$ cat src/rtl/hazard_pkg.sv
// Shared state encoding, parameter defaults and sizing helper for the pipeline hazard controller.
package hazard_pkg;

  localparam int unsigned HZ_REG_ADDR_W      = 5;
  localparam int unsigned HZ_LOAD_USE_STALLS = 1;
  localparam int unsigned HZ_MC_LATENCY      = 4;
  localparam int unsigned HZ_CNT_W           = 16;

  typedef enum logic [1:0] {
    ST_IDLE       = 2'd0,
    ST_LOAD_STALL = 2'd1,
    ST_MC_BUSY    = 2'd2
  } hz_state_e;

  // Width of the sequencing down-counter: clog2(max(lus, mcl)), never below one bit.
  function automatic int unsigned hz_down_cnt_w(input int unsigned lus, input int unsigned mcl);
    int unsigned m;
    m = (lus > mcl) ? lus : mcl;
    return (m < 2) ? 1 : $clog2(m);
  endfunction

endpackage

$ cat src/rtl/hazard_ctrl_unit_if.sv
// Pipeline-side view of the hazard controller: ID/EX status in, stall/flush controls out.
interface hazard_ctrl_unit_if
  import hazard_pkg::*;
#(
  parameter int unsigned REG_ADDR_W = HZ_REG_ADDR_W,
  parameter int unsigned CNT_W      = HZ_CNT_W
);
  logic                  id_valid;
  logic [REG_ADDR_W-1:0] id_rs1;
  logic [REG_ADDR_W-1:0] id_rs2;
  logic                  id_rs1_used;
  logic                  id_rs2_used;
  logic                  ex_valid;
  logic [REG_ADDR_W-1:0] ex_rd;
  logic                  ex_mem_read;
  logic                  ex_mc_start;
  logic                  ex_redirect;

  logic                  pc_stall;
  logic                  if_id_stall;
  logic                  if_id_flush;
  logic                  id_ex_bubble;
  logic                  ex_hold;
  logic                  ex_mem_bubble;
  logic                  mc_done;
  logic                  busy;
  logic [CNT_W-1:0]      stall_cnt;

  modport master (
    output id_valid, id_rs1, id_rs2, id_rs1_used, id_rs2_used,
           ex_valid, ex_rd, ex_mem_read, ex_mc_start, ex_redirect,
    input  pc_stall, if_id_stall, if_id_flush, id_ex_bubble,
           ex_hold, ex_mem_bubble, mc_done, busy, stall_cnt
  );

  modport slave (
    input  id_valid, id_rs1, id_rs2, id_rs1_used, id_rs2_used,
           ex_valid, ex_rd, ex_mem_read, ex_mc_start, ex_redirect,
    output pc_stall, if_id_stall, if_id_flush, id_ex_bubble,
           ex_hold, ex_mem_bubble, mc_done, busy, stall_cnt
  );
endinterface

$ cat src/rtl/hazard_sat_counter.sv
// Saturating up-counter with synchronous clear; holds at all-ones instead of wrapping.
module hazard_sat_counter #(
  parameter int unsigned W = 16
) (
  input  logic         clk,
  input  logic         clr,
  input  logic         inc,
  output logic [W-1:0] cnt
);
  logic [W-1:0] cnt_q;
  logic [W-1:0] cnt_d;

  always_comb begin
    cnt_d = cnt_q;
    if (inc && (cnt_q != {W{1'b1}})) begin
      cnt_d = cnt_q + W'(1);
    end
  end

  always_ff @(posedge clk) begin
    if (clr) begin
      cnt_q <= '0;
    end else begin
      cnt_q <= cnt_d;
    end
  end

  assign cnt = cnt_q;
endmodule

$ cat src/rtl/hazard_ctrl_unit.sv
// Pipeline hazard controller: load-use bubbles, multi-cycle EX sequencing and EX redirect squash.
// Control outputs are combinational from state and inputs so they act in the same cycle.
module hazard_ctrl_unit
  import hazard_pkg::*;
#(
  parameter int unsigned REG_ADDR_W      = HZ_REG_ADDR_W,
  parameter int unsigned LOAD_USE_STALLS = HZ_LOAD_USE_STALLS,
  parameter int unsigned MC_LATENCY      = HZ_MC_LATENCY,
  parameter int unsigned CNT_W           = HZ_CNT_W
) (
  input  logic               clk,
  input  logic               rst,
  hazard_ctrl_unit_if.slave  hz
);
  localparam int unsigned CW = hz_down_cnt_w(LOAD_USE_STALLS, MC_LATENCY);
  localparam logic [CW-1:0] MC_INIT = CW'(MC_LATENCY - 2);
  localparam logic [CW-1:0] LU_INIT = CW'((LOAD_USE_STALLS > 1) ? (LOAD_USE_STALLS - 2) : 0);

  if (LOAD_USE_STALLS < 1 || MC_LATENCY < 2) begin : g_param_check
    $error("hazard_ctrl_unit: LOAD_USE_STALLS must be >= 1 and MC_LATENCY >= 2");
  end

  hz_state_e     state_q, state_d;
  logic [CW-1:0] cnt_q, cnt_d;
  logic          lu_hazard_c;

  assign lu_hazard_c = hz.id_valid && hz.ex_valid && hz.ex_mem_read
                    && (hz.ex_rd != REG_ADDR_W'(0))
                    && ((hz.id_rs1_used && (hz.id_rs1 == hz.ex_rd))
                     || (hz.id_rs2_used && (hz.id_rs2 == hz.ex_rd)));

  always_ff @(posedge clk) begin
    if (rst) begin
      state_q <= ST_IDLE;
      cnt_q   <= '0;
    end else begin
      state_q <= state_d;
      cnt_q   <= cnt_d;
    end
  end

  // Next state and same-cycle controls; redirect outranks multi-cycle start, which outranks load-use.
  always_comb begin
    state_d          = state_q;
    cnt_d            = cnt_q;
    hz.pc_stall      = 1'b0;
    hz.if_id_stall   = 1'b0;
    hz.if_id_flush   = 1'b0;
    hz.id_ex_bubble  = 1'b0;
    hz.ex_hold       = 1'b0;
    hz.ex_mem_bubble = 1'b0;
    hz.mc_done       = 1'b0;
    hz.busy          = (state_q != ST_IDLE);
    unique case (state_q)
      ST_IDLE: begin
        if (hz.ex_redirect) begin
          hz.if_id_flush  = 1'b1;
          hz.id_ex_bubble = 1'b1;
        end else if (hz.ex_mc_start) begin
          hz.ex_hold       = 1'b1;
          hz.pc_stall      = 1'b1;
          hz.if_id_stall   = 1'b1;
          hz.ex_mem_bubble = 1'b1;
          state_d          = ST_MC_BUSY;
          cnt_d            = MC_INIT;
        end else if (lu_hazard_c) begin
          hz.pc_stall     = 1'b1;
          hz.if_id_stall  = 1'b1;
          hz.id_ex_bubble = 1'b1;
          if (LOAD_USE_STALLS > 1) begin
            state_d = ST_LOAD_STALL;
            cnt_d   = LU_INIT;
          end
        end
      end
      ST_LOAD_STALL: begin
        if (hz.ex_redirect) begin
          hz.if_id_flush  = 1'b1;
          hz.id_ex_bubble = 1'b1;
          state_d         = ST_IDLE;
          cnt_d           = '0;
        end else begin
          hz.pc_stall     = 1'b1;
          hz.if_id_stall  = 1'b1;
          hz.id_ex_bubble = 1'b1;
          if (cnt_q == '0) begin
            state_d = ST_IDLE;
          end else begin
            cnt_d = cnt_q - CW'(1);
          end
        end
      end
      ST_MC_BUSY: begin
        if (cnt_q == '0) begin
          hz.mc_done = 1'b1;
          state_d    = ST_IDLE;
        end else begin
          hz.ex_hold       = 1'b1;
          hz.pc_stall      = 1'b1;
          hz.if_id_stall   = 1'b1;
          hz.ex_mem_bubble = 1'b1;
          cnt_d            = cnt_q - CW'(1);
        end
      end
      default: begin
        state_d = ST_IDLE;
        cnt_d   = '0;
      end
    endcase
  end

  hazard_sat_counter #(.W(CNT_W)) u_stall_cnt (
    .clk (clk),
    .clr (rst),
    .inc (hz.pc_stall),
    .cnt (hz.stall_cnt)
  );
endmodule

$ cat src/flat_wrapper.sv
// flat-port wrapper written by rule: the top's interface ports become plain ports
module hazard_ctrl_unit_flat import hazard_pkg::*;
#(
  parameter int unsigned REG_ADDR_W      = HZ_REG_ADDR_W,
  parameter int unsigned LOAD_USE_STALLS = HZ_LOAD_USE_STALLS,
  parameter int unsigned MC_LATENCY      = HZ_MC_LATENCY,
  parameter int unsigned CNT_W           = HZ_CNT_W
)
  (clk, rst, hz_id_valid, hz_id_rs1, hz_id_rs2, hz_id_rs1_used, hz_id_rs2_used, hz_ex_valid, hz_ex_rd, hz_ex_mem_read, hz_ex_mc_start, hz_ex_redirect, hz_pc_stall, hz_if_id_stall, hz_if_id_flush, hz_id_ex_bubble, hz_ex_hold, hz_ex_mem_bubble, hz_mc_done, hz_busy, hz_stall_cnt);
  hazard_ctrl_unit_if #(.REG_ADDR_W(REG_ADDR_W), .CNT_W(CNT_W)) hz_i ();
  input  logic clk;
  input  logic rst;
  input wire logic [$bits(hz_i.id_valid)-1:0] hz_id_valid;
  input wire logic [$bits(hz_i.id_rs1)-1:0] hz_id_rs1;
  input wire logic [$bits(hz_i.id_rs2)-1:0] hz_id_rs2;
  input wire logic [$bits(hz_i.id_rs1_used)-1:0] hz_id_rs1_used;
  input wire logic [$bits(hz_i.id_rs2_used)-1:0] hz_id_rs2_used;
  input wire logic [$bits(hz_i.ex_valid)-1:0] hz_ex_valid;
  input wire logic [$bits(hz_i.ex_rd)-1:0] hz_ex_rd;
  input wire logic [$bits(hz_i.ex_mem_read)-1:0] hz_ex_mem_read;
  input wire logic [$bits(hz_i.ex_mc_start)-1:0] hz_ex_mc_start;
  input wire logic [$bits(hz_i.ex_redirect)-1:0] hz_ex_redirect;
  output wire logic [$bits(hz_i.pc_stall)-1:0] hz_pc_stall;
  output wire logic [$bits(hz_i.if_id_stall)-1:0] hz_if_id_stall;
  output wire logic [$bits(hz_i.if_id_flush)-1:0] hz_if_id_flush;
  output wire logic [$bits(hz_i.id_ex_bubble)-1:0] hz_id_ex_bubble;
  output wire logic [$bits(hz_i.ex_hold)-1:0] hz_ex_hold;
  output wire logic [$bits(hz_i.ex_mem_bubble)-1:0] hz_ex_mem_bubble;
  output wire logic [$bits(hz_i.mc_done)-1:0] hz_mc_done;
  output wire logic [$bits(hz_i.busy)-1:0] hz_busy;
  output wire logic [$bits(hz_i.stall_cnt)-1:0] hz_stall_cnt;
  assign hz_i.id_valid = hz_id_valid;
  assign hz_i.id_rs1 = hz_id_rs1;
  assign hz_i.id_rs2 = hz_id_rs2;
  assign hz_i.id_rs1_used = hz_id_rs1_used;
  assign hz_i.id_rs2_used = hz_id_rs2_used;
  assign hz_i.ex_valid = hz_ex_valid;
  assign hz_i.ex_rd = hz_ex_rd;
  assign hz_i.ex_mem_read = hz_ex_mem_read;
  assign hz_i.ex_mc_start = hz_ex_mc_start;
  assign hz_i.ex_redirect = hz_ex_redirect;
  assign hz_pc_stall = hz_i.pc_stall;
  assign hz_if_id_stall = hz_i.if_id_stall;
  assign hz_if_id_flush = hz_i.if_id_flush;
  assign hz_id_ex_bubble = hz_i.id_ex_bubble;
  assign hz_ex_hold = hz_i.ex_hold;
  assign hz_ex_mem_bubble = hz_i.ex_mem_bubble;
  assign hz_mc_done = hz_i.mc_done;
  assign hz_busy = hz_i.busy;
  assign hz_stall_cnt = hz_i.stall_cnt;
  hazard_ctrl_unit #(.REG_ADDR_W(REG_ADDR_W), .LOAD_USE_STALLS(LOAD_USE_STALLS), .MC_LATENCY(MC_LATENCY), .CNT_W(CNT_W)) u_core (.clk(clk), .rst(rst), .hz(hz_i));
endmodule
$ cat config.mk
export PLATFORM = sky130hd
export DESIGN_NAME = hazard_ctrl_unit_flat
export DESIGN_NICKNAME = d
export VERILOG_FILES = /design/src/rtl/hazard_pkg.sv /design/src/rtl/hazard_ctrl_unit_if.sv /design/src/rtl/hazard_sat_counter.sv /design/src/rtl/hazard_ctrl_unit.sv /design/src/flat_wrapper.sv
export SDC_FILE = /design/constraint.sdc
export NUM_CORES = 1
export LEC_CHECK = 0
export CAP_MARGIN = 20
export CORE_ASPECT_RATIO = 1.25
export CORE_UTILIZATION = 23
export CTS_CLUSTER_SIZE = 8
export DETAILED_ROUTE_END_ITERATION = 6
export RECOVER_POWER = 25
export SYNTH_ARGS = -nofsm -noshare
export SYNTH_HDL_FRONTEND = slang
export SYNTH_SLANG_ARGS = --single-unit
$ cat constraint.sdc
create_clock -name clk -period 3.4 [get_ports clk]
set_clock_uncertainty 0.1 [all_clocks]
set_input_delay 0.85 -clock clk [delete_from_list [all_inputs] [get_ports clk]]
set_output_delay 0.85 -clock clk [all_outputs]
set_load 0.02 [all_outputs]
After elaboration in Yosys (flattened, before gate mapping)
Cells that the tools add are included. W data, S select, Z words.

Register bits: 20. Input bits: 24. Output and inout port bits: 24. Word-level logic and storage cells: 50.

Add/subtract/negate cells: 2. Equality and inequality tests: 7. Muxes and demuxes: 24. Reductions and logical operators: 14.

Operator list (count): $add A16 B1 Y16 const B (1); $ne A16 B16 Y1 const B (1); $mux W1 (13); $mux W2 (6); $pmux W2 S3 (2); $eq A5 B5 Y1 (2); $logic_and A1 B1 Y1 (7); $reduce_bool A5 Y1 (1); $logic_not A2 Y1 (2); $ne A2 B2 Y1 const B (2); $pmux W1 S2 (2); $pmux W1 S3 (1); $eq A2 B1 Y1 const B (1); $eq A2 B2 Y1 const B (1); $reduce_and A2 Y1 (1); $reduce_bool A2 Y1 (1); $reduce_or A2 Y1 (1); $sub A2 B1 Y2 const B (1); $logic_or A1 B1 Y1 (1).

Longest topological paths before layout
Gate-level depths: netlist (run 1).

Depth in word-level cells: 9. Mapped depth: 9. Depth with buffers taken out: 6.

By module
From an unflattened synthesis (run 1), not the netlist that was laid out.

Cell total of the unflattened synthesis: 152. Area total of the unflattened synthesis: 1262.5 um^2.

By module, submodules not included: hazard_sat_counter (instances 1, cells an instance 99, area an instance 848.3 um^2, sequential area each 320.3 um^2); hazard_ctrl_unit (instances 1, cells an instance 53, area an instance 414.1 um^2, sequential area each 80.1 um^2).

Worst setup path before layout (run 1)
Ideal clock, no wire load.

Kind: in2out. Start point: input hz_ex_rd[0]. End point: output hz_pc_stall. Arrival time: 2.262 ns. Data required time: 2.450 ns. Slack: 0.188 ns. Stages on the path: 6. Buffers on the path: 1. Path through: or4_4 > o2111ai_2 > inv_1 > a21oi_1 > inv_1 > buf_4.

Word-level cells in the longest chain between the ends: 8. Elaborated cells between the ends (all ways): 12. Those cells by class: eq/ne: 2; mux: 4; reduce/logical: 6.

RTL lines: start: declaration (line flat_wrapper.sv:19) `input wire logic [$bits(hz_i.ex_rd)-1:0] hz_ex_rd;`; $eq A5 B5 Y1 (on tied branches) (line hazard_ctrl_unit.sv:29, hazard_ctrl_unit.sv:30); $logic_and A1 B1 Y1 (on tied branches) (line hazard_ctrl_unit.sv:29, hazard_ctrl_unit.sv:30); $logic_or A1 B1 Y1 (line hazard_ctrl_unit.sv:30) `|| (hz.id_rs2_used && (hz.id_rs2 == hz.ex_rd)));`; $logic_and A1 B1 Y1 * (line hazard_ctrl_unit.sv:29) `&& ((hz.id_rs1_used && (hz.id_rs1 == hz.ex_rd))`; $mux W1 * (3 in a row); $pmux W1 S3 *; end: declaration (line flat_wrapper.sv:23) `output wire logic [$bits(hz_i.pc_stall)-1:0] hz_pc_stall;`.

Mark *: on every way between the ends. The rest lies on a longest branch, timed or not.

Final worst setup path (run 1)
Start point: input hz_id_rs2[0]. End point: output hz_id_ex_bubble.

Word-level cells in the longest chain between the ends: 8.

RTL lines: start: declaration (line flat_wrapper.sv:15) `input wire logic [$bits(hz_i.id_rs2)-1:0] hz_id_rs2;`; $eq A5 B5 Y1 (line hazard_ctrl_unit.sv:30); $logic_and A1 B1 Y1 (line hazard_ctrl_unit.sv:30); $logic_or A1 B1 Y1 (line hazard_ctrl_unit.sv:30); $logic_and A1 B1 Y1 (line hazard_ctrl_unit.sv:29); $mux W1 (line hazard_ctrl_unit.sv:66) `end else if (lu_hazard_c) begin`; $mux W1 (line hazard_ctrl_unit.sv:59) `end else if (hz.ex_mc_start) begin`; $mux W1 (line hazard_ctrl_unit.sv:56) `if (hz.ex_redirect) begin`; $pmux W1 S2 (line hazard_ctrl_unit.sv:54) `unique case (state_q)`; end: declaration (line flat_wrapper.sv:26) `output wire logic [$bits(hz_i.id_ex_bubble)-1:0] hz_id_ex_bubble;`.

No other way between the ends.

==> results of run 1 <==
cells in the final DEF, fill, tap and decap left out, drive strengths merged, types with 4 or more instances in the layout:
cell type,count
o21ai,13
nand3,6
dlygate4sd2,7
dlygate4sd3,7
inv,7
dfxtp,20
nand4,4
buf,15
clkbuf,5
nand2,9
a21oi,15
or3,11
xnor2,10
dlymetal6s2s,5
and3,5
clkdlybuf4s50,25
nor2,11
final cells by class:
type | instances | area, um2
Clock buffer | 4 | 55.05
Sequential cell | 20 | 400.4
Tap cell | 62 | 77.57
Inverter | 7 | 26.28
Multi-Input combinational cell | 115 | 752.0
Fill cell | 539 | 3164
Timing Repair Buffer | 60 | 568.0
metrics by stage:
step                worst slack [ns]  util, %  instance area, um2
floorplan                     0.1877        -                1205
global placement             -0.4788    35.57                1794
detailed placement           -0.5181    35.57                1794
CTS                          0.01192    36.69                1851
global route                -0.03502    37.26                1879
finish                       0.07962    37.26                1879
layer usage:
layer	wire [um]	global-route usage (%)	part of all wire, %	up-vias
met5	0	0	0	-
met4	10	2.901	0.31	0
met3	217	1.923	6.7	2
met2	1652	21.85	51	34
met1	1367	14.10	42	584
li1	-	-	-	654
final timing paths:
path | cells after the start | slack, ns | start | to
min reg2reg | 2 | 0.40 | u_core.u_stall_cnt.cnt[9] | u_core.u_stall_cnt.cnt[9]
max reg2reg | 8 | 1.26 | u_core.state_q[1] | u_core.u_stall_cnt.cnt[11]
min | 2 | 0.40 | u_core.u_stall_cnt.cnt[9] | u_core.u_stall_cnt.cnt[9]
max | 8 | 0.08 | hz_id_rs2[0] | hz_id_ex_bubble
worst reg2reg max path, cell delays in order (launching register included):
cell       delay [ns]
dfxtp_1          0.38
nor2_1           0.34
o2111ai_4        0.17
buf_4            0.16
a31oi_1          0.17
a21oi_2          0.10
buf_12           0.16
or3_1            0.34
a21oi_1          0.15
timing repair:
item	4_1_cts	5_1_grt
gates resized for setup	20	10
endpoints found under the setup margin	5	4
setup buffers	0	1
pin swaps	0	5
sequential cells by signal (all words and copies together) (netlist names):
register,flops
u_core.cnt_q,2
u_core.state_q,2
u_core.u_stall_cnt.cnt,16
logic make-up after synthesis:
| kind of cell | Yosys count | share of synthesized area [%] |
|---|---|---|
| fa+ha+maj | 1 | 1.038 |
| simple gates | 61 | 28.45 |
| flops | 20 | 33.23 |
| xor+xnor | 11 | 7.996 |
| mux | 2 | 1.765 |
| compound gates | 40 | 20.25 |
| buf+inv | 15 | 7.269 |
report_power, final:
part	internal (uW)	switching, uW
clock	103	75.1
combinational	59.5	50.7
sequential	238	5.15
==> impl_metrics.yaml, run 1 <==
yosys:
  post-synth-top-count-cell: "dfxtp_1"
  netlist_instances: 150
  synth_async_sr_flop_share_pct: 0
  synth-edff-count: 0
  mappedNetlistArea_um2: 1205
  synth_seq_cells: 20
  synthesis.area_per_instance_um2: 8.033
  largest_area_contributor_in_the_synthesized_netlist: "dfxtp_1"
  synth_top_cell_area_share_pct: 33.23
  seq_area_frac_synth_pct: 33.23
  synth_ff_type: "dfxtp_1"
  synth.lib_cells_used.distinct: 40
  postSynthNetCount: 175
  synth.top_cells.by_count: "dfxtp_1 (20), a21oi_1 (14), nor2_1 (11), or3_1 (11)"
  synth.top_cells.by_area: "dfxtp_1 (33%), xnor2_1 (7.3%), a21oi_1 (5.8%), or3_1 (5.7%), o21ai_0 (4.2%)"
  ys_warn_count: 0
worst_setup_path:
  critical_path.n_buffers_inverters: 2
  max_stage_delay_ns: 0.47
  timing.critical_path.slowest_stage_cell: "clkdlybuf4s50_1"
  start_kind: "primary input"
  worstPathArrival_ns: 2.37
  cp_top_family: "buffers and inverters"
  worstPathMaxFanout: 2
  worst_path_cell_trace: "clkdlybuf4s50_1, xnor2_1, nand4_1, o22ai_2, o2111ai_2, o211ai_1, nor2b_1, buf_4"
  crit_type: "in2out"
  required_ns: 2.45
  critical_path.endpoint_type: "output port"
route:
  drt-vias-per-instance: 4.754
  route.detailed.wl_per_inst_um: 12.12
  first_iter_violations: 26
  via_count: 1274
  drc: 0
  wirelength_um: 3248
  drt_pass1_iterations: 2
  ant_nets: 0
global_routing:
  globalRouteOverflowTotal: 0
  grt_usage_pct: 12.01
  grt_start_max_net_pins: 25
  grt_antenna_before_repair: 0
  first_global_vias: 1223
  grt_pass1_wl_um: 5382
power:
  design_power_total_uw: 530.9
  peakVddDrop_v: 0.0001714
  p_leak_uw: 0.0007580
  power_per_cell_area_nw_per_um2: 282.5
min_path:
  hold_path.class: "reg2reg"
timing:
  max_slew_margin_pct: 62.10
  grt_setup_unrepaired: "true"
  minimum_period_implied_by_the_final_worst_setup_slack_ns: 3.320
  worst_slew_pin_slew_ns: 0.5666
  clock.fmax_ghz: 0.3012
  timing.setup.tns_ns: 0
  finalHoldViolations: 0
  final_setup_fails: 0
  post_route_hold_slack_ns: 0.4001
  final-max-slew-violation-count: 0
  final.period_utilization_pct: 97.66
clock_tree:
  hold_buffers: 0
  cts_tree: "done"
  cts_max_level: 1
  clkSinkCount: 20
  max-clock-path-buffers: 2
  cts.root.buffer_cell: "clkbuf_8"
  cts_inserted_buffers: 3
  clock_insertion_delay_worst_skew_ns: 0.25
  cts.reportedPaths.clkPinSlew_ns: 0.07
floorplanning:
  die-area_um2: 5534
  floorplan.die.width_um: 66.74
  die_extent_in_y_um: 82.92
  floorplan.rows: 29
  ioPinCount: 48
  coreArea_um2: 5044
  starting_density_of_the_core_pct: 23.89
status:
  status: "finished, final reports clean"
cells_and_area:
  finish.net_count: 232
  instances_no_fill: 268
  n_antenna_cell: 0
  drive_above_1_share_pct: 13.59
  area.growth.synth_to_final_pct: 55.97
place:
  weighted_congestion_reported_at_the_end_of_routability_driven_placement: 0.7311
  portBuffers: 47
  placed_cells: 263
  detailedPlacementHpwl_um: 2443
job:
  cap_violations: 0
Power figures use the tool's default switching activity.
==> run 2, diff against run 1 <==
--- a/config.mk
+++ b/config.mk
@@ -7,6 +7,7 @@
 export LEC_CHECK = 0
 export CAP_MARGIN = 20
 export CORE_ASPECT_RATIO = 1.25
+export CORE_MARGIN = 5
 export CORE_UTILIZATION = 23
 export CTS_CLUSTER_SIZE = 8
 export DETAILED_ROUTE_END_ITERATION = 6
==> run 2 against run 1 <==
Sequential power hardly changed. Cell area is 2.3% lower. Clock-buffer cell count stayed put. Via count is 1.7% lower. Register-to-register slack better by 0.05 ns. Clock power hardly changed. Non-clock buffer count is 1 lower. Global-route usage is 2.5 points lower. Worst hold slack better by 0.0029 ns. First-iteration DRC count is 15% higher. Cell count is 0.37% lower.
==> impl_metrics.yaml, run 2 (synthesis gave the netlist of run 1 again) <==
worst_setup_path:
  ff2ff_path_depth: 8
  critical_path.reg2reg.endpoint: "u_core.u_stall_cnt.cnt[7]"
  worst_r2r_startpoint: "u_core.state_q[1]"
  r2r_setup_slk_ns: 1.31
  required_ns: 2.45
  worstPathMaxFanout: 3
  start_kind: "primary input"
  crit_start: "hz_ex_redirect"
  crit_type: "in2out"
  critical_path.endpoint_type: "output port"
  cp-endpoint: "hz_if_id_flush"
  worstPathArrival_ns: 2.41
power:
  switching_power_summed_over_all_nets_uw: 126.1
  power_per_cell_area_nw_per_um2: 285.4
  power_report.internal_total_uw: 398.1
  p_leak_uw: 0.0006972
  peakVddDrop_v: 0.0001611
  netSwitchingFraction_pct: 24.06
  comb_power_share_pct: 20.4
  p_clk_share_pct: 33.3
  p_seq_share_pct: 46.3
min_path:
  hold_path.class: "reg2reg"
route:
  ant_nets: 0
  drt_pass1_iterations: 4
  route.detailed.wl_per_inst_um: 12.26
  drc: 0
  drt-vias-per-instance: 4.689
  wirelength_um: 3274
  via_count: 1252
  first_iter_violations: 30
timing:
  post_route_hold_slack_ns: 0.4029
  grt_setup_unrepaired: "true"
  final_setup_fails: 0
  final.period_utilization_pct: 98.89
  worst_slew_pin_slew_ns: 0.3930
  finalHoldViolations: 0
  minimum_period_implied_by_the_final_worst_setup_slack_ns: 3.362
  max_slew_margin_pct: 73.72
  clock.fmax_ghz: 0.2974
  final-max-slew-violation-count: 0
cells_and_area:
  n_antenna_cell: 0
  finalCoreUtilization_pct: 36.16
  area.growth.synth_to_final_pct: 52.44
  drive_above_1_share_pct: 12.20
  finish.net_count: 231
  most-common-layout-cells: "clkdlybuf4s50_1 (30), dfxtp_1 (20), a21oi_1 (13)"
  leading_cell_type_in_the_layout_fill_and_taps_excluded: "clkdlybuf4s50_1"
  max_ffs_per_register: 16
status:
  status: "finished, final reports clean"
clock_tree:
  hold_buffers: 0
  cts_inserted_buffers: 3
  cts_max_level: 1
  clock_insertion_delay_worst_skew_ns: 0.25
  cts.repair_timing.setup_buffer_count: 0
  cts_tree: "done"
  max-clock-path-buffers: 2
  clkSinkCount: 20
  cts.reportedPaths.clkPinSlew_ns: 0.07
  cts.root.buffer_cell: "clkbuf_8"
place:
  detailedPlacementHpwl_um: 2576
  weighted_congestion_reported_at_the_end_of_routability_driven_placement: 0.7220
  portBuffers: 47
global_routing:
  globalRouteOverflowTotal: 0
  grt_usage_pct: 9.525
  first_global_vias: 1198
  grt_antenna_before_repair: 0
  grt_pass1_wl_um: 5257
  grt_start_max_net_pins: 25
floorplanning:
  ioPinCount: 48
  die_extent_in_y_um: 90.92
  die-area_um2: 6795
  floorplan.rows: 29
  coreArea_um2: 5080
  floorplan.die.width_um: 74.74
  starting_density_of_the_core_pct: 23.72
job:
  cap_violations: 0
-- run 2: stage by stage --
step           cells  instance area (um2)  total power, uW  setup WS, ns  setup TNS [ns]
2_1_floorplan    150                 1205            301.3        0.1877               0
3_3_place_gp     263                 1794            360.7       -0.4919          -1.500
3_5_place_dp     263                 1794            360.8       -0.5173          -1.545
4_1_cts          267                 1851            533.4       0.01801               0
5_1_grt          267                 1837            550.6      -0.05444         -0.1047
6_report         267                 1837            524.3       0.03759               0
-- run 2: timing repair --
item                       in CTS  in global routing
setup endpoints to repair       5                  3
gates resized for setup        20                  3
pin swaps                       1                  2
-- run 2: cell type report --
| type | instances | area, um2 |
|---|---|---|
| clock buffers | 4 | 55.05 |
| inverters | 7 | 26.28 |
| repair buffers | 59 | 544.3 |
| multi-input cells | 115 | 733.2 |
| flip-flops and latches | 20 | 400.4 |
| fillers | 546 | 3243 |
| well taps | 62 | 77.57 |
-- run 2: power by group through the flow --
stage / sequential [uW] / combinational [uW] / clock [uW]
2_1_floorplan: 249 / 52.1 / 0
3_3_place_gp: 248 / 113 / 0
3_5_place_dp: 248 / 113 / 0
4_1_cts: 242 / 111 / 180
5_1_grt: 243 / 116 / 192
6_report: 243 / 107 / 175
-- run 2: how the worst min path moves through the flow --
stage,startpoint,end,slack (ns),cells after the start
6_report,u_core.u_stall_cnt.cnt[9],u_core.u_stall_cnt.cnt[9],0.40,2
2_1_floorplan,u_core.state_q[0],u_core.state_q[0],0.39,2
5_1_grt,u_core.u_stall_cnt.cnt[9],u_core.u_stall_cnt.cnt[9],0.42,2
3_3_place_gp,u_core.u_stall_cnt.cnt[7],u_core.u_stall_cnt.cnt[7],0.39,2
4_1_cts,u_core.u_stall_cnt.cnt[9],u_core.u_stall_cnt.cnt[9],0.41,2
3_5_place_dp,u_core.u_stall_cnt.cnt[9],u_core.u_stall_cnt.cnt[9],0.39,2
-- run 2: metal layers --
metal / track usage [%] / wire length (um) / vias to the layer above
li1: - / - / 655
met1: 11.93 / 1517 / 557
met2: 16.64 / 1515 / 38
met3: 1.559 / 221 / 2
met4: 2.226 / 20 / 0
met5: 0 / 0 / -
-- run 2: worst max-delay path, stage by stage --
cell and delay, ns:
dlygate4sd3_1 0.56, buf_4 0.13, inv_1 0.06, clkbuf_1 0.11, nor2_1 0.09, clkdlybuf4s50_1 0.61
